File: config.mk
export PLATFORM = sky130hd
export DESIGN_NAME = sdram_page_sched
export DESIGN_NICKNAME = d
export VERILOG_FILES = /design/src/rtl/sdram_sched_pkg.sv /design/src/rtl/sdram_refresh_timer.sv /design/src/rtl/sdram_page_sched.sv
export SDC_FILE = /design/constraint.sdc
export NUM_CORES = 1
export LEC_CHECK = 0
export BUFFER_PORTS_ARGS = -buffer_cell sky130_fd_sc_hd__buf_2
export CAP_MARGIN = 20
export CORE_ASPECT_RATIO = 0.6
export CORE_MARGIN = 2
export CORE_UTILIZATION = 43
export DETAILED_ROUTE_END_ITERATION = 16
export PLACE_DENSITY_LB_ADDON = 0.12
export SKIP_LAST_GASP = 1
export SYNTH_ARGS = -nofsm -noshare
export SYNTH_HDL_FRONTEND = slang
export SYNTH_SLANG_ARGS = --single-unit
File: constraint.sdc
create_clock -name clk -period 3 [get_ports clk]
set_clock_uncertainty 0.05 [all_clocks]
set_input_delay 0.15 -clock clk [delete_from_list [all_inputs] [get_ports clk]]
set_output_delay 0.15 -clock clk [all_outputs]
set_load 0.005 [all_outputs]
File: src/rtl/sdram_sched_pkg.sv
// Shared state encoding and address-field layout for the SDRAM page scheduler.
package sdram_sched_pkg;

   localparam int ROW_W   = 13;
   localparam int COL_W   = 9;
   localparam int ROW_LSB = 11;
   localparam int ROW_MSB = ROW_LSB + ROW_W - 1;
   localparam int COL_LSB = 2;
   localparam int COL_MSB = COL_LSB + COL_W - 1;
   localparam int WAIT_W  = 16;

   typedef enum logic [3:0] {
      S_IDLE,
      S_PCH,
      S_PCH_WAIT,
      S_ACT,
      S_ACT_WAIT,
      S_ACCESS,
      S_DATA_WAIT,
      S_REF,
      S_REF_WAIT
   } sched_state_e;

   function automatic logic [ROW_W-1:0] col_caddr(input logic [COL_W-1:0] col);
      return {{(ROW_W - COL_W){1'b0}}, col};
   endfunction

endpackage

File: src/rtl/sdram_refresh_timer.sv
// Free-running refresh interval counter with a sticky due flag.
module sdram_refresh_timer #(
   parameter int INTERVAL = 780
) (
   input  logic clk_i,
   input  logic rst_i,
   input  logic clr_i,
   output logic due_o
);

   localparam int            CW   = (INTERVAL > 1) ? $clog2(INTERVAL) : 1;
   localparam logic [CW-1:0] LAST = CW'(INTERVAL - 1);

   logic [CW-1:0] cnt_q;
   logic [CW-1:0] cnt_d;
   logic          due_q;
   logic          due_d;
   logic          wrap;

   // A wrap landing on the clear cycle wins, so no interval is dropped.
   always_comb begin
      wrap  = (cnt_q == LAST);
      cnt_d = wrap ? '0 : cnt_q + CW'(1);
      due_d = wrap | (due_q & ~clr_i);
   end

   always_ff @(posedge clk_i) begin
      if (rst_i) begin
         cnt_q <= '0;
         due_q <= 1'b0;
      end else begin
         cnt_q <= cnt_d;
         due_q <= due_d;
      end
   end

   assign due_o = due_q;

endmodule

File: src/rtl/sdram_page_sched.sv
// Open-page SDRAM command scheduler; define SDRAM_SCHED_CLOSED_PAGE_EN
// to precharge after every access instead.
module sdram_page_sched
   import sdram_sched_pkg::*;
#(
   parameter int REFRESH_INTERVAL = 780,
   parameter int ACT_WAIT         = 3,
   parameter int PCH_WAIT         = 3,
   parameter int REF_WAIT         = 10
) (
   input  logic        clk,
   input  logic        init,
   input  logic [26:1] cpu_addr,
   input  logic        cpu_req,
   input  logic        cpu_rnw,
   input  logic [31:0] cpu_din,
   input  logic [3:0]  cpu_be,
   output logic [31:0] cpu_dout,
   output logic        cpu_ready,
   output logic        cpu_busy,
   output logic [12:0] ch1_caddr,
   output logic        ch1_req,
   output logic        ch1_ref,
   output logic        ch1_act,
   output logic        ch1_pch,
   output logic        ch1_rnw,
   output logic [31:0] ch1_din,
   output logic [3:0]  ch1_be,
   input  logic [31:0] ch1_dout,
   input  logic        ch1_ready
);

`ifdef SDRAM_SCHED_CLOSED_PAGE_EN
   localparam bit CLOSED_PAGE = 1'b1;
`else
   localparam bit CLOSED_PAGE = 1'b0;
`endif

   localparam logic [WAIT_W-1:0] ACT_LD = WAIT_W'((ACT_WAIT > 0) ? ACT_WAIT - 1 : 0);
   localparam logic [WAIT_W-1:0] PCH_LD = WAIT_W'((PCH_WAIT > 0) ? PCH_WAIT - 1 : 0);
   localparam logic [WAIT_W-1:0] REF_LD = WAIT_W'((REF_WAIT > 0) ? REF_WAIT - 1 : 0);

   sched_state_e      state_q, state_d;
   sched_state_e      pch_exit;
   logic [WAIT_W-1:0] wait_q, wait_d;
   logic              busy_q, busy_d;
   logic [ROW_W-1:0]  row_q, row_d;
   logic [COL_W-1:0]  col_q, col_d;
   logic              rnw_q, rnw_d;
   logic [31:0]       din_q, din_d;
   logic [3:0]        be_q, be_d;
   logic              row_open_q, row_open_d;
   logic [ROW_W-1:0]  open_row_q, open_row_d;
   logic [31:0]       dout_q, dout_d;
   logic              ready_q, ready_d;
   logic [ROW_W-1:0]  caddr_q, caddr_d;
   logic              req_q, req_d;
   logic              ref_q, ref_d;
   logic              act_q, act_d;
   logic              pch_q, pch_d;
   logic              accept;
   logic              row_hit;
   logic              ref_due;
   logic              ref_clr;
   logic              unused_addr;

   assign unused_addr = ^{cpu_addr[26:24], cpu_addr[1]};

   sdram_refresh_timer #(
      .INTERVAL (REFRESH_INTERVAL)
   ) u_refresh_timer (
      .clk_i (clk),
      .rst_i (init),
      .clr_i (ref_clr),
      .due_o (ref_due)
   );

   always_comb begin
      state_d    = state_q;
      wait_d     = wait_q;
      busy_d     = busy_q;
      row_d      = row_q;
      col_d      = col_q;
      rnw_d      = rnw_q;
      din_d      = din_q;
      be_d       = be_q;
      row_open_d = row_open_q;
      open_row_d = open_row_q;
      dout_d     = dout_q;
      ready_d    = 1'b0;
      caddr_d    = caddr_q;
      ref_clr    = 1'b0;
      accept     = cpu_req & ~busy_q;
      row_hit    = row_open_q & (open_row_q == row_q);
      pch_exit   = ref_due ? S_REF : (busy_q ? S_ACT : S_IDLE);

      if (accept) begin
         busy_d = 1'b1;
         row_d  = cpu_addr[ROW_MSB:ROW_LSB];
         col_d  = cpu_addr[COL_MSB:COL_LSB];
         rnw_d  = cpu_rnw;
         din_d  = cpu_din;
         be_d   = cpu_be;
      end

      unique case (state_q)
         S_IDLE: begin
            if (ref_due) begin
               state_d = row_open_q ? S_PCH : S_REF;
            end else if (busy_q) begin
               if (row_hit)         state_d = S_ACCESS;
               else if (row_open_q) state_d = S_PCH;
               else                 state_d = S_ACT;
            end
         end
         S_PCH: begin
            wait_d  = PCH_LD;
            state_d = (PCH_WAIT > 0) ? S_PCH_WAIT : pch_exit;
         end
         S_PCH_WAIT: begin
            if (wait_q == '0) state_d = pch_exit;
            else              wait_d  = wait_q - WAIT_W'(1);
         end
         S_ACT: begin
            wait_d  = ACT_LD;
            state_d = (ACT_WAIT > 0) ? S_ACT_WAIT : S_ACCESS;
         end
         S_ACT_WAIT: begin
            if (wait_q == '0) state_d = S_ACCESS;
            else              wait_d  = wait_q - WAIT_W'(1);
         end
         S_ACCESS: begin
            state_d = S_DATA_WAIT;
         end
         S_DATA_WAIT: begin
            if (ch1_ready) begin
               if (rnw_q) dout_d = ch1_dout;
               ready_d = 1'b1;
               busy_d  = 1'b0;
               state_d = CLOSED_PAGE ? S_PCH : S_IDLE;
            end
         end
         S_REF: begin
            wait_d  = REF_LD;
            ref_clr = (REF_WAIT == 0);
            state_d = (REF_WAIT > 0) ? S_REF_WAIT : S_IDLE;
         end
         S_REF_WAIT: begin
            if (wait_q == '0) begin
               ref_clr = 1'b1;
               state_d = S_IDLE;
            end else begin
               wait_d = wait_q - WAIT_W'(1);
            end
         end
         default: begin
            state_d = S_IDLE;
         end
      endcase

      // Strobes and the row mirror follow the state being entered.
      if (state_d == S_ACT) begin
         row_open_d = 1'b1;
         open_row_d = row_q;
         caddr_d    = row_q;
      end
      if (state_d == S_PCH)    row_open_d = 1'b0;
      if (state_d == S_ACCESS) caddr_d    = col_caddr(col_q);

      req_d = (state_d == S_ACCESS);
      ref_d = (state_d == S_REF);
      act_d = (state_d == S_ACT);
      pch_d = (state_d == S_PCH);
   end

   always_ff @(posedge clk) begin
      if (init) begin
         state_q    <= S_IDLE;
         wait_q     <= '0;
         busy_q     <= 1'b0;
         row_q      <= '0;
         col_q      <= '0;
         rnw_q      <= 1'b0;
         din_q      <= '0;
         be_q       <= '0;
         row_open_q <= 1'b0;
         open_row_q <= '0;
         dout_q     <= '0;
         ready_q    <= 1'b0;
         caddr_q    <= '0;
         req_q      <= 1'b0;
         ref_q      <= 1'b0;
         act_q      <= 1'b0;
         pch_q      <= 1'b0;
      end else begin
         state_q    <= state_d;
         wait_q     <= wait_d;
         busy_q     <= busy_d;
         row_q      <= row_d;
         col_q      <= col_d;
         rnw_q      <= rnw_d;
         din_q      <= din_d;
         be_q       <= be_d;
         row_open_q <= row_open_d;
         open_row_q <= open_row_d;
         dout_q     <= dout_d;
         ready_q    <= ready_d;
         caddr_q    <= caddr_d;
         req_q      <= req_d;
         ref_q      <= ref_d;
         act_q      <= act_d;
         pch_q      <= pch_d;
      end
   end

   assign cpu_dout  = dout_q;
   assign cpu_ready = ready_q;
   assign cpu_busy  = busy_q;
   assign ch1_caddr = caddr_q;
   assign ch1_req   = req_q;
   assign ch1_ref   = ref_q;
   assign ch1_act   = act_q;
   assign ch1_pch   = pch_q;
   assign ch1_rnw   = rnw_q;
   assign ch1_din   = din_q;
   assign ch1_be    = be_q;

endmodule

* Yosys cells after proc, flatten, opt, wreduce, memory -nomap -nowiden *
Cells that the tools add are included.
W data, S select, Z words.

storage, ports and cells
  word-level logic and storage cells = 78
  output and inout bits = 88
  register bits = 155

operators by class
  equality and inequality tests = 15
  multiplexer cells = 22
  add/subtract/negate cells = 2
  reductions and logical operators = 12
  bitwise gates (word level) = 7

operator list
  kind                     count
  $pmux W16 S3             1
  $pmux W4 S9              1
  $eq A4 B3 Y1 const B     6
  $mux W4                  6
  $mux W9                  2
  $logic_not A16 Y1        1
  $mux W16                 1
  $sub A16 B1 Y16 const B  1
  $eq A13 B13 Y1           1
  $eq A4 B2 Y1 const B     3
  $add A10 B1 Y10 const B  1
  $eq A10 B10 Y1 const B   1
  $reduce_or A2 Y1         5
  $mux W3                  3
  $eq A4 B1 Y1 const B     2
  $mux W1                  6
  $eq A4 B4 Y1 const B     1
  $logic_not A4 Y1         1
  $mux W2                  2
  $and A1 B1 Y1            3
  $not A1 Y1               3
  $reduce_and A3 Y1        1
  $reduce_bool A3 Y1       1
  $reduce_or A3 Y1         1
  other kinds (4)          4

* Depth between registers and ports, before layout *
Gate-level depths: netlist (run 1).

  depth in word-level cells = 9
  gate-level depth with buffers = 12
  mapped depth without buffers = 8

* Hierarchy *
Synthesis (run 1) repeated with hierarchy kept, for this count alone.

second synthesis, totals
  cell total of the unflattened synthesis = 794
  area, all modules = 6668.9 µm²

by module, submodules not included
  module               times used  cells each  area each (µm²)
  sdram_page_sched     1           742         6194.7
  sdram_refresh_timer  1           52          474.2

* Least setup slack after synthesis (run 1) *
OpenSTA, ideal clock, no wires.

  path kind = flip-flop to flip-flop
  start = register wait_q[0]
  end = register open_row_q[10]
  period minus slack after synthesis = 3080 ps
  arrival = 2902 ps
  required time = 2822 ps
  path slack = -80 ps
  stages on the path, launching flop included = 12
  cell sequence = dfxtp_1 > clkbuf_1 > inv_1 > ha_1 > or4b_2 > or4_1 > buf_2 > o311a_4 > o2111ai_4 > buf_6 > mux2i_1 > nor2_1

on the way
  cells in the longest elaborated chain, start to end = 4
  elaborated cells between the ends (all ways) = 6

ends and longest elaborated chain
  item                        RTL line                                                                   text
  start: declaration          sdram_page_sched.sv:45                                                     logic [WAIT_W-1:0] wait_q, wait_d;
  start signal: assignment    sdram_page_sched.sv:197                                                    wait_q <= wait_d;
  $logic_not A16 Y1 *         sdram_page_sched.sv:121, sdram_page_sched.sv:129, sdram_page_sched.sv:149
  $mux W4 (on tied branches)  sdram_page_sched.sv:149, sdram_page_sched.sv:121, sdram_page_sched.sv:129
  $pmux W4 S9 *               sdram_page_sched.sv:106                                                    unique case (state_q)
  $eq A4 B2 Y1 *              sdram_page_sched.sv:162                                                    if (state_d == S_ACT) begin
  end signal: assignment      sdram_page_sched.sv:205                                                    open_row_q <= open_row_d;
  end: declaration            sdram_page_sched.sv:53                                                     logic [ROW_W-1:0] open_row_q, open_row_d;

Mark *: on every way between the ends. The rest lies on a longest branch, timed or not.
A chain may end at the register's enable or synchronous reset.

* Worst setup path after layout (run 1) *
  start = register wait_q[1]
  end = register open_row_q[0]

The elaborated chain is that of the path after synthesis.

==> summary.txt, run 1 <==
Die
  – Starting density of the core: 43.7%
  – Core Region: 14400 sq um
  – Die Width: 160 um
  – Rows: 34
  – Die area: 15700 sq um
  – Io pins: around 190
  – Die height: 97.8 um

CTS
  – Clock transition at path regs: roughly 0.060 ns
  – Clk_lat worst skew: 0.43 ns
  – CTS max path bufs: 2
  – TritonCTS buffer count: 17
  – CTS root buffer: clkbuf_16
  – CTS sink cnt: 155
  – CTS tree: built
  – Htree depth: 4

STA
  – Hold WS: 0.104 ns
  – Slew @ Worst Pin: between 1 and 1.5 ns
  – RSZ-0062 raised after global routing: true
  – FMAX: 0.338 GHz
  – Slew Viols, Final: 0
  – Hold Fails Final Rpt: 0
  – Final Cycle Share: 98.5%
  – Worst rel slew slack: 23.0%
  – Final setup viols: 0
  – Setup total negative slack: 0 ns
  – Min cycle time layout: 2.96 ns

Critical path
  – CP Launch Type: flop
  – CP cell instances: inv_1 > ha_4 > or4b_4 > or4_4 > o311a_4 > o2111ai_4 > clkbuf_16 > mux2i_1 > nor2_1
  – R2R cell count: 9
  – Reg-to-Reg End: open_row_q[0]
  – Required @ worst endpoint: 3.24 ns
  – Element type at the critical path end: flop
  – Data arrival, critical path: 3.20 ns
  – CP peak stage delay: around 0.56 ns
  – Crit Path Max Fanout: 13
  – Slowest-stage cell, CP: or4_4
  – FF-to-FF Start: wait_q[1]
  – R2R setup slack: 0.04 ns
  – Worst Setup Path Type: reg2reg

Cells and area
  – Multi-input logic area: 3010 sq um
  – Reg area: between 3000 and 4000 sq um
  – Layout Nets: approximately 1100
  – Share of layout cells above drive strength 1: between 20% and 30%
  – Ant. Diodes: 0
  – Layout area overhead: 44.4%
  – Finished Cell Area: 9100 sq um
  – Fillcell total: 1226

Yosys
  – YS warnings: 0
  – Xor/xnor share of the synthesized area: approximately 2.8%
  – Post-synth EDFFs: 0
  – Async set-reset flop share out of synthesis: 0%
  – Synth Area in Simple Gates: 23.1%
  – Ys flop type: dfxtp_1
  – Main combinational cell family by area after synthesis: simple AND/OR/NAND/NOR gates
  – Syn nets: 870
  – Synth Register Bits: ~160
  – Count of cell types in the netlist: 53
  – Post-Syn Area: roughly 6300 sq um
  – Mux cell area share after synthesis: 3.02%
  – Synth Area in Adders: 0.595%
  – Post-synthesis sequential area ratio: 49.2%
  – Syn_area_per_cell: 8.21 sq um
  – Compound-Gate Fraction of Synth Area: about 17%
  – Cells after Synth: 768

Detailed routing
  – Wirelength per Cell: 14.4 um
  – Drt drc: 0
  – Number of DRC markers in iteration 0: 473
  – Vias: 6272
  – DRT antenna net count: 0
  – Routed vias/inst: 5.01
  – Drt pass-1 iters: 5
  – Post-Route WL: 18000 um

Pwr
  – LEAKAGE: about 4 nW
  – Internal: 4.49 mW
  – Worst ir drop on vdd: 371 uV
  – Sequential Power Share: approximately 36%
  – Gate power share: 30.3%
  – Power share of the clock group: 33.7%
  – Total power: 6.66 mW
  – Net switching power: 2.17 mW
  – P per Cell Area: 731 nW/um^2
  – Switching share of power: 32.5%

Job
  – Max-cap check violation count: 0

Global routing
  – GRT overflow: 0
  – Pin count of the biggest net entering global routing: 60
  – Initial antenna violation count: 0
  – First-pass GRT wire length: 29400 um
  – GRT Overall Usage: 22.8%
  – Vias in the first global route: between 5000 and 6000

Placement
  – GPL Wtd Cong: ~0.83
  – DP Wirelength: approximately 11000 um
  – Port bufs: about 180
  – Placement Cell Area: about 7500 sq um

Worst hold path
  – Hold/Removal Path Class: in2reg
  – Worst Hold End: cpu_busy
  – Worst hold stages: 3
  – Beginning of the worst hold path: ch1_ready

Run status
  – Outcome: finished clean
[kinds of logic after synthesis]
kind of cell    after synthesis
compound gates              181
mux                          19
fa+ha+maj                     3
xor+xnor                     20
buf+inv                      59
flops                       155
simple gates                331
[layer usage]
metal | routed length [um] | up-vias | track usage (%)
met5 | 0 | - | 0
met4 | 250 | 0 | 6.93
met1 | 8870 | 2878 | 32.1
met3 | 1200 | 21 | 6.50
met2 | 7660 | 178 | 34.2
li1 | - | 3195 | -
[power groups by stage]
stage	Sequential (mW)	Combinational, mW	Clock, mW
finish	2.40	2.02	2.24
global route	2.43	2.23	2.37
CTS	2.40	1.95	2.28
detailed placement	2.44	1.85	0
global placement	2.44	1.83	0
floorplan	2.41	1.33	0
[synth_stat cells (3+ instances only)]
cell,count,area [sq um]
xor2_1,3,26.3
o21ai_0,10,50.1
or3_1,6,37.5
xnor2_1,17,149
nor2b_1,6,37.5
nand3_1,12,60.1
o31ai_1,7,52.6
and3_1,3,18.8
nor4_1,5,31.3
nand4_1,7,43.8
mux2i_1,19,190
nand2b_1,8,50.1
a2111oi_1,7,70.1
buf_2,4,20.0
or4_1,8,60.1
inv_1,8,30.0
clkbuf_1,42,158
buf_1,3,11.3
nor2_1,50,188
a21oi_1,125,626
nand2_1,200,751
nor3_1,11,55.1
dfxtp_1,155,3100
o22ai_1,11,68.8
ha_1,3,37.5
[critical path, delay by kind of cell, from the launching register on]
family                   cells  cell delay, ns
flip-flops                   1            0.31
AO/OA/AOI/OAI                2            0.70
multiplexers                 1            0.21
AND/OR/NAND/NOR              3            1.06
buffers and inverters        2            0.36
adder cells (fa/ha/maj)      1            0.14
[registers in the layout (all words and copies together), names as in the netlist]
| signal | count |
|---|---|
| ch1_act | 1 |
| ch1_be | 4 |
| ch1_caddr | 13 |
| ch1_din | 32 |
| ch1_pch | 1 |
| ch1_ref | 1 |
| ch1_req | 1 |
| ch1_rnw | 1 |
| col_q | 9 |
| cpu_busy | 1 |
| cpu_dout | 32 |
| cpu_ready | 1 |
| open_row_q | 13 |
| row_open_q | 1 |
| row_q | 13 |
| state_q | 4 |
| u_refresh_timer.cnt_q | 10 |
| u_refresh_timer.due_o | 1 |
| wait_q | 16 |
[cell type report]
| type | count | share of cell area, % |
|---|---|---|
| Clock buffer | 17 | 4.67 |
| Clock inverter | 14 | 2.05 |
| Inverter | 8 | 0.385 |
| Multi-Input combinational cell | 555 | 33.1 |
| Sequential cell | 155 | 34.1 |
| Tap cell | 198 | 2.72 |
| Timing Repair Buffer | 305 | 23.0 |
[how the worst max path moves through the flow]
| stage | startpoint | end | slack [ns] | cells past startpoint |
|---|---|---|---|---|
| detailed placement | wait_q[1] | ch1_caddr[3] | 0.03 | 9 |
| finish | wait_q[1] | open_row_q[0] | 0.04 | 9 |
| global route | wait_q[1] | ch1_caddr[8] | -0.03 | 9 |
| floorplan | wait_q[0] | open_row_q[10] | -0.02 | 11 |
| global placement | wait_q[1] | ch1_caddr[1] | 0.12 | 9 |
| CTS | wait_q[1] | ch1_caddr[3] | 0.007 | 9 |
[through the flow]
step / instances / worst slack (ns) / util (%)
5_1_grt: 1252 / -0.0313 / 63.1
2_1_floorplan: 768 / -0.0195 / -
4_1_cts: 1250 / 0.00659 / 62.8
3_3_place_gp: 1127 / 0.118 / 52.2
3_5_place_dp: 1127 / 0.0256 / 52.2
6_report: 1252 / 0.0449 / 63.1
[placed cells by master (no fill, tap or decap), types with 10 or more instances in the layout]
master / count
nand3_1: 12
a21oi_1: 125
xnor2_1: 17
nor3_1: 11
dfxtp_1: 155
o22ai_1: 11
buf_2: 181
dlygate4sd3_1: 92
nand2_1: 200
o21ai_0: 10
nor2_1: 50
clkbuf_16: 18
buf_4: 30
mux2i_1: 19
[repair_timing]
item / 4_1_cts / 5_1_grt
setup endpoints to repair: 0 / 6
setup buffers: 0 / 0
gates resized for setup: 0 / 2
endpoints found under the hold margin: 92 / 0
hold buffers: 92 / 0
Note: power is estimated with default switching activity, not from simulation.
==> run 2: changes to the inputs <==
BUFFER_PORTS_ARGS = unset   (was -buffer_cell sky130_fd_sc_hd__buf_2)
DONT_BUFFER_PORTS = 1   (was unset)
==> run 2 against run 1 <==
Wire length down 4.2%; clock-buffer cell count up 2; sequential power about the same; sequential cell count unchanged.
==> summary.txt, run 2 (same netlist as run 1, synthesis figures left out) <==
Run status
  – Outcome: finished clean (unchanged)

CTS
  – CTS root buffer: clkbuf_16 (unchanged)
  – Clk_lat worst skew: 0.42 ns (was 0.43 ns)
  – CTS tree: built (unchanged)
  – CTS sink cnt: 155 (unchanged)
  – TritonCTS buffer count: 17 (unchanged)
  – Htree depth: 4 (unchanged)
  – Clock transition at path regs: 0.07 ns (was 0.06 ns)
  – CTS max path bufs: 2 (unchanged)

Placement
  – GPL Wtd Cong: 0.811 (was 0.829)
  – DP Wirelength: 10900 um (was 11200 um)
  – Placement Cell Area: 6590 sq um (was 7520 sq um)
  – Port bufs: 0 (was 182)

Cells and area
  – Share of layout cells above drive strength 1: 10.1% (was 25.2%)
  – Layout Utilization: 57.1% (was 63.1%)
  – Ant. Diodes: 0 (unchanged)
  – Fillcell total: 1232 (was 1226)
  – Most common cell after layout, fill and taps aside: nand2_1 (unchanged)
  – Layout Nets: 967 (was 1144)
  – Most frequent cells in the layout: 200 x nand2_1, 154 x dfxtp_1, 125 x a21oi_1 (was 200 x nand2_1, 181 x buf_2, 155 x dfxtp_1)
  – Layout area overhead: 30.7% (was 44.4%)
  – Finished Cell Area: 8240 sq um (was 9100 sq um)

STA
  – Setup total negative slack: 0 ns (unchanged)
  – Final Cycle Share: 96.1% (was 98.5%)
  – Worst rel slew slack: 30.3% (was 23.0%)
  – Final setup viols: 0 (unchanged)
  – RSZ-0062 raised after global routing: false (was true)
  – Hold Fails Final Rpt: 0 (unchanged)
  – Min cycle time layout: 2.88 ns (was 2.96 ns)
  – Slew @ Worst Pin: 1.04 ns (was 1.15 ns)
  – FMAX: 0.347 GHz (was 0.338 GHz)
  – Slew Viols, Final: 0 (unchanged)

Die
  – Rows: 34 (unchanged)
  – Die height: 97.8 um (unchanged)
  – Die Width: 160 um (unchanged)
  – Io pins: 187 (unchanged)
  – Die area: 15700 sq um (unchanged)
  – Core Region: 14400 sq um (unchanged)
  – Starting density of the core: 43.7% (unchanged)

Detailed routing
  – Vias: 5713 (was 6272)
  – DRT antenna net count: 0 (unchanged)
  – Number of DRC markers in iteration 0: 278 (was 473)
  – Drt drc: 0 (unchanged)
  – Routed vias/inst: 5.31 (was 5.01)
  – Drt pass-1 iters: 7 (was 5)
  – Wirelength per Cell: 16.0 um (was 14.4 um)
  – Post-Route WL: 17200 um (was 18000 um)

Critical path
  – CP startpoint: wait_q[7] (was wait_q[1])
  – CP Launch Type: flop (unchanged)
  – Element type at the critical path end: flop (unchanged)
  – Required @ worst endpoint: 3.23 ns (was 3.24 ns)
  – Crit Path Max Fanout: 11 (was 13)
  – Data arrival, critical path: 3.11 ns (was 3.20 ns)
  – Worst Setup Path Type: reg2reg (unchanged)
  – FF-to-FF Start: wait_q[7] (was wait_q[1])

Pwr
  – Worst ir drop on vdd: 408 uV (was 371 uV)
  – P per Cell Area: 781 nW/um^2 (was 731 nW/um^2)
  – LEAKAGE: 3.09 nW (was 3.89 nW)
  – Total power: 6.43 mW (was 6.66 mW)

Worst hold path
  – Hold/Removal Path Class: in2reg (unchanged)
  – Beginning of the worst hold path: ch1_ready (unchanged)

Global routing
  – First-pass GRT wire length: 27300 um (was 29400 um)
  – Vias in the first global route: 5442 (was 5989)
  – GRT overflow: 0 (unchanged)
  – GRT Overall Usage: 21.5% (was 22.8%)
  – Pin count of the biggest net entering global routing: 126 (was 60)
  – Initial antenna violation count: 0 (unchanged)

Job
  – Max-cap check violation count: 0 (unchanged)
[run 2: cell count changes in the layout (fill, tap and decap cells not counted), sizes merged]
cell | previous run | this run
bufinv | 3 | 0
buf | 212 | 33
clkinvlp | 4 | 1
dlygate4sd3 | 92 | 94
clkbuf | 18 | 20
clkinv | 1 | 6
[run 2: per-layer routing]
| metal | part of all wire [%] | track usage, % | wire (um) |
|---|---|---|---|
| met1 | 47 | 28.5 | 8050 |
| met2 | 45 | 33.7 | 7780 |
| met3 | 7.2 | 7.22 | 1240 |
| met4 | 0.95 | 6.03 | 164 |
| met5 | 0 | 0 | 0 |
[run 2: final timing paths]
check,end,slack [ns],cells past startpoint
worst max register to register,open_row_q[2],0.12,8
worst max-delay path,open_row_q[2],0.12,8
worst min register to register,u_refresh_timer.cnt_q[0],0.40,1
worst min-delay path,cpu_busy,0.02,2
[run 2: final cells by class]
cell class                 count  area (sq um)  share of cell area (%)
sequential                   155          3100                    37.7
clock buffer                  19           443                    5.38
multi-input combinational    555          3020                    36.7
inverter                       8          35.0                   0.425
tap                          198           248                    3.01
clock inverter                13           108                    1.31
timing repair buffer         128          1280                    15.5
[run 2: per-stage QoR]
stage / worst slack [ns] / instances / hold slack [ns]
6_report: 0.118 / 1076 / 0.0198
5_1_grt: 0.0200 / 1076 / 0.0257
4_1_cts: 0.0122 / 1068 / 0.0126
3_5_place_dp: 0.0500 / 941 / 0.195
3_3_place_gp: 0.113 / 941 / 0.197
2_1_floorplan: -0.0195 / 768 / 0.236
[run 2: power breakdown]
part | internal, mW | switching [mW]
clock | 1.10 | 0.912
combinational | 0.908 | 1.07
sequential | 2.25 | 0.185
[run 2: worst max-delay path, cell delays in order, from the launching register on]
cell and delay, ns:
dfxtp_1 0.35, or4_4 0.57, or4_4 0.58, o311a_4 0.37, o2111ai_4 0.27, buf_6 0.16, clkbuf_16 0.16, mux2i_1 0.19
nor2_1 0.05
[run 2: timing repair]
action	CTS	global route
setup buffers	0	6
gates resized for setup	0	7
hold buffers	95	0
hold endpoints to repair	127	0
endpoints found under the setup margin	0	22
==> run 3: changes to the inputs <==
clock period = 3.3 ns   (was 3 ns; I/O delays follow)
==> run 3 against run 2 <==
Clock power fell by 6%; via count fell by 0.81%; sequential share of layout area rose by 0.77 points; hold slack improved by 0.0042 ns; highest routed layer unchanged; combinational power fell by 19%; fmax fell by 5.6%; worst setup slack improved by 0.13 ns; non-clock buffer count fell by 15; cell count fell by 1.5%; wire length fell by 1.3%; largest cell class unchanged; critical endpoint is now ch1_caddr[4]; first-iteration DRC count rose by 49%.
==> summary.txt, run 3 (same netlist as run 1, synthesis figures left out) <==
Run status
  – Outcome: finished clean (unchanged)

STA
  – Hold Fails Final Rpt: 0 (unchanged)
  – Hold WS: 0.0240 ns (was 0.0198 ns)
  – Final setup viols: 0 (unchanged)
  – Worst rel slew slack: 44.0% (was 30.3%)
  – RSZ-0062 raised after global routing: false (unchanged)
  – Setup total negative slack: 0 ns (unchanged)
  – Slew @ Worst Pin: 0.832 ns (was 1.04 ns)
  – Fin worst setup slack: 0.249 ns (was 0.118 ns)
  – Min cycle time layout: 3.05 ns (was 2.88 ns)
  – Slew Viols, Final: 0 (unchanged)
  – Final Cycle Share: 92.5% (was 96.1%)
  – FMAX: 0.328 GHz (was 0.347 GHz)

Placement
  – Port bufs: 0 (unchanged)
  – Post-place setup slack: 0.128 ns (was 0.0500 ns)
  – Placement Cell Area: 6490 sq um (was 6590 sq um)
  – GPL Wtd Cong: 0.796 (was 0.811)
  – DP Wirelength: 10800 um (was 10900 um)

Global routing
  – Gr busiest metal: met2 (unchanged)
  – Vias in the first global route: 5523 (was 5442)
  – Pin count of the biggest net entering global routing: 126 (unchanged)
  – GR Layer Usage met2: 33.1% (was 33.7%)
  – First-pass GRT wire length: 27800 um (was 27300 um)
  – Global Route met3 Usage: 6.71% (was 7.22%)
  – GRT overflow: 0 (unchanged)
  – GRT Overall Usage: 22.0% (was 21.5%)
  – Met1 Track Usage GR: 29.8% (was 28.5%)
  – Initial antenna violation count: 0 (unchanged)

Cells and area
  – Ant. Diodes: 0 (unchanged)
  – Layout Nets: 951 (was 967)
  – Most common cell after layout, fill and taps aside: nand2_1 (unchanged)
  – Finished Cell Area: 8070 sq um (was 8240 sq um)
  – Most frequent cells in the layout: 200 x nand2_1, 155 x dfxtp_1, 125 x a21oi_1 (was 200 x nand2_1, 154 x dfxtp_1, 125 x a21oi_1)
  – Layout area overhead: 28.0% (was 30.7%)
  – Share of layout cells above drive strength 1: 8.00% (was 10.1%)
  – Fillcell total: 1276 (was 1232)

Detailed routing
  – Routed vias/inst: 5.35 (was 5.31)
  – Number of DRC markers in iteration 0: 413 (was 278)
  – DRT antenna net count: 0 (unchanged)
  – Drt drc: 0 (unchanged)
  – Drt pass-1 iters: 5 (was 7)
  – Vias: 5667 (was 5713)
  – Post-Route WL: 17000 um (was 17200 um)
  – Wirelength per Cell: 16.0 um (about the same)

CTS
  – TritonCTS buffer count: 17 (unchanged)
  – Clock transition at path regs: 0.07 ns (about the same)
  – CTS tree: built (unchanged)
  – CTS sink cnt: 155 (unchanged)
  – Clk_lat worst skew: 0.43 ns (was 0.42 ns)
  – CTS max path bufs: 2 (unchanged)
  – Post-CTS setup buffers: 0 (unchanged)
  – CTS root buffer: clkbuf_16 (unchanged)
  – Htree depth: 4 (unchanged)

Critical path
  – Element type at the critical path end: flop (unchanged)
  – Worst Setup Path Type: reg2reg (unchanged)
  – Data arrival, critical path: 3.31 ns (was 3.11 ns)
  – CP Launch Type: flop (unchanged)
  – Required @ worst endpoint: 3.56 ns (was 3.23 ns)
  – Crit Path Max Fanout: 25 (was 11)

Die
  – Rows: 34 (unchanged)
  – Die area: 15700 sq um (unchanged)
  – Die height: 97.8 um (unchanged)
  – Starting density of the core: 43.7% (unchanged)
  – Core Region: 14400 sq um (unchanged)
  – Io pins: 187 (unchanged)
  – Die Width: 160 um (unchanged)

Pwr
  – P per Cell Area: 708 nW/um^2 (was 781 nW/um^2)
  – Worst ir drop on vdd: 345 uV (was 408 uV)
  – LEAKAGE: 2.98 nW (was 3.09 nW)

Worst hold path
  – Hold/Removal Path Class: in2reg (unchanged)

Job
  – Max-cap check violation count: 0 (unchanged)
-- run 3: worst max-delay path: stages, from the launching register on --
cell	delay, ns
dfxtp_1	0.31
inv_1	0.12
ha_1	0.15
or4b_2	0.62
or4_4	0.50
o311a_4	0.37
o2111ai_4	0.25
buf_12	0.23
nor2_1	0.07
a2111oi_1	0.26
-- run 3: cell type report --
| type | instances | area (sq um) | area share, % |
|---|---|---|---|
| Sequential cell | 155 | 3100 | 38.5 |
| Multi-Input combinational cell | 554 | 2980 | 36.9 |
| Timing Repair Buffer | 113 | 1130 | 14.0 |
| Clock buffer | 18 | 429 | 5.32 |
| Tap cell | 198 | 248 | 3.07 |
| Clock inverter | 14 | 150 | 1.86 |
| Inverter | 8 | 30.0 | 0.372 |
-- run 3: routing by layer --
| layer | part of all wire [%] | vias up |
|---|---|---|
| li1 | - | 2795 |
| met1 | 47 | 2681 |
| met2 | 45 | 170 |
| met3 | 6.3 | 21 |
| met4 | 1.3 | 0 |
| met5 | 0 | - |
-- run 3: metrics by stage --
stage | util [%] | power, mW | instances
finish | 56.0 | 5.71 | 1060
global route | 56.0 | 6.04 | 1060
CTS | 55.7 | 5.71 | 1059
detailed placement | 45.0 | 3.68 | 933
global placement | 45.0 | 3.63 | 933
floorplan | - | 3.33 | 768
-- run 3: path summary, 6_finish.rpt --
path,start,cells past startpoint,slack [ns],endpoint
worst max-delay path,wait_q[0],9,0.25,ch1_caddr[4]
worst min-delay path,init,3,0.02,ch1_caddr[9]
worst max register to register,wait_q[0],9,0.25,ch1_caddr[4]
worst min register to register,col_q[2],2,0.41,col_q[2]
-- run 3: report_power, final --
| part | switching, mW | leakage (nW) | total [mW] | internal, mW |
|---|---|---|---|---|
| combinational | 0.911 | 1.44 | 1.60 | 0.689 |
| sequential | 0.169 | 1.26 | 2.21 | 2.04 |
| clock | 0.889 | 0.278 | 1.90 | 1.01 |
-- run 3: timing repair --
item                                    in CTS  in global routing
hold buffers                                94                  0
endpoints found under the hold margin      127                  0
gates resized for setup                      0                  2
endpoints found under the setup margin       0                  2
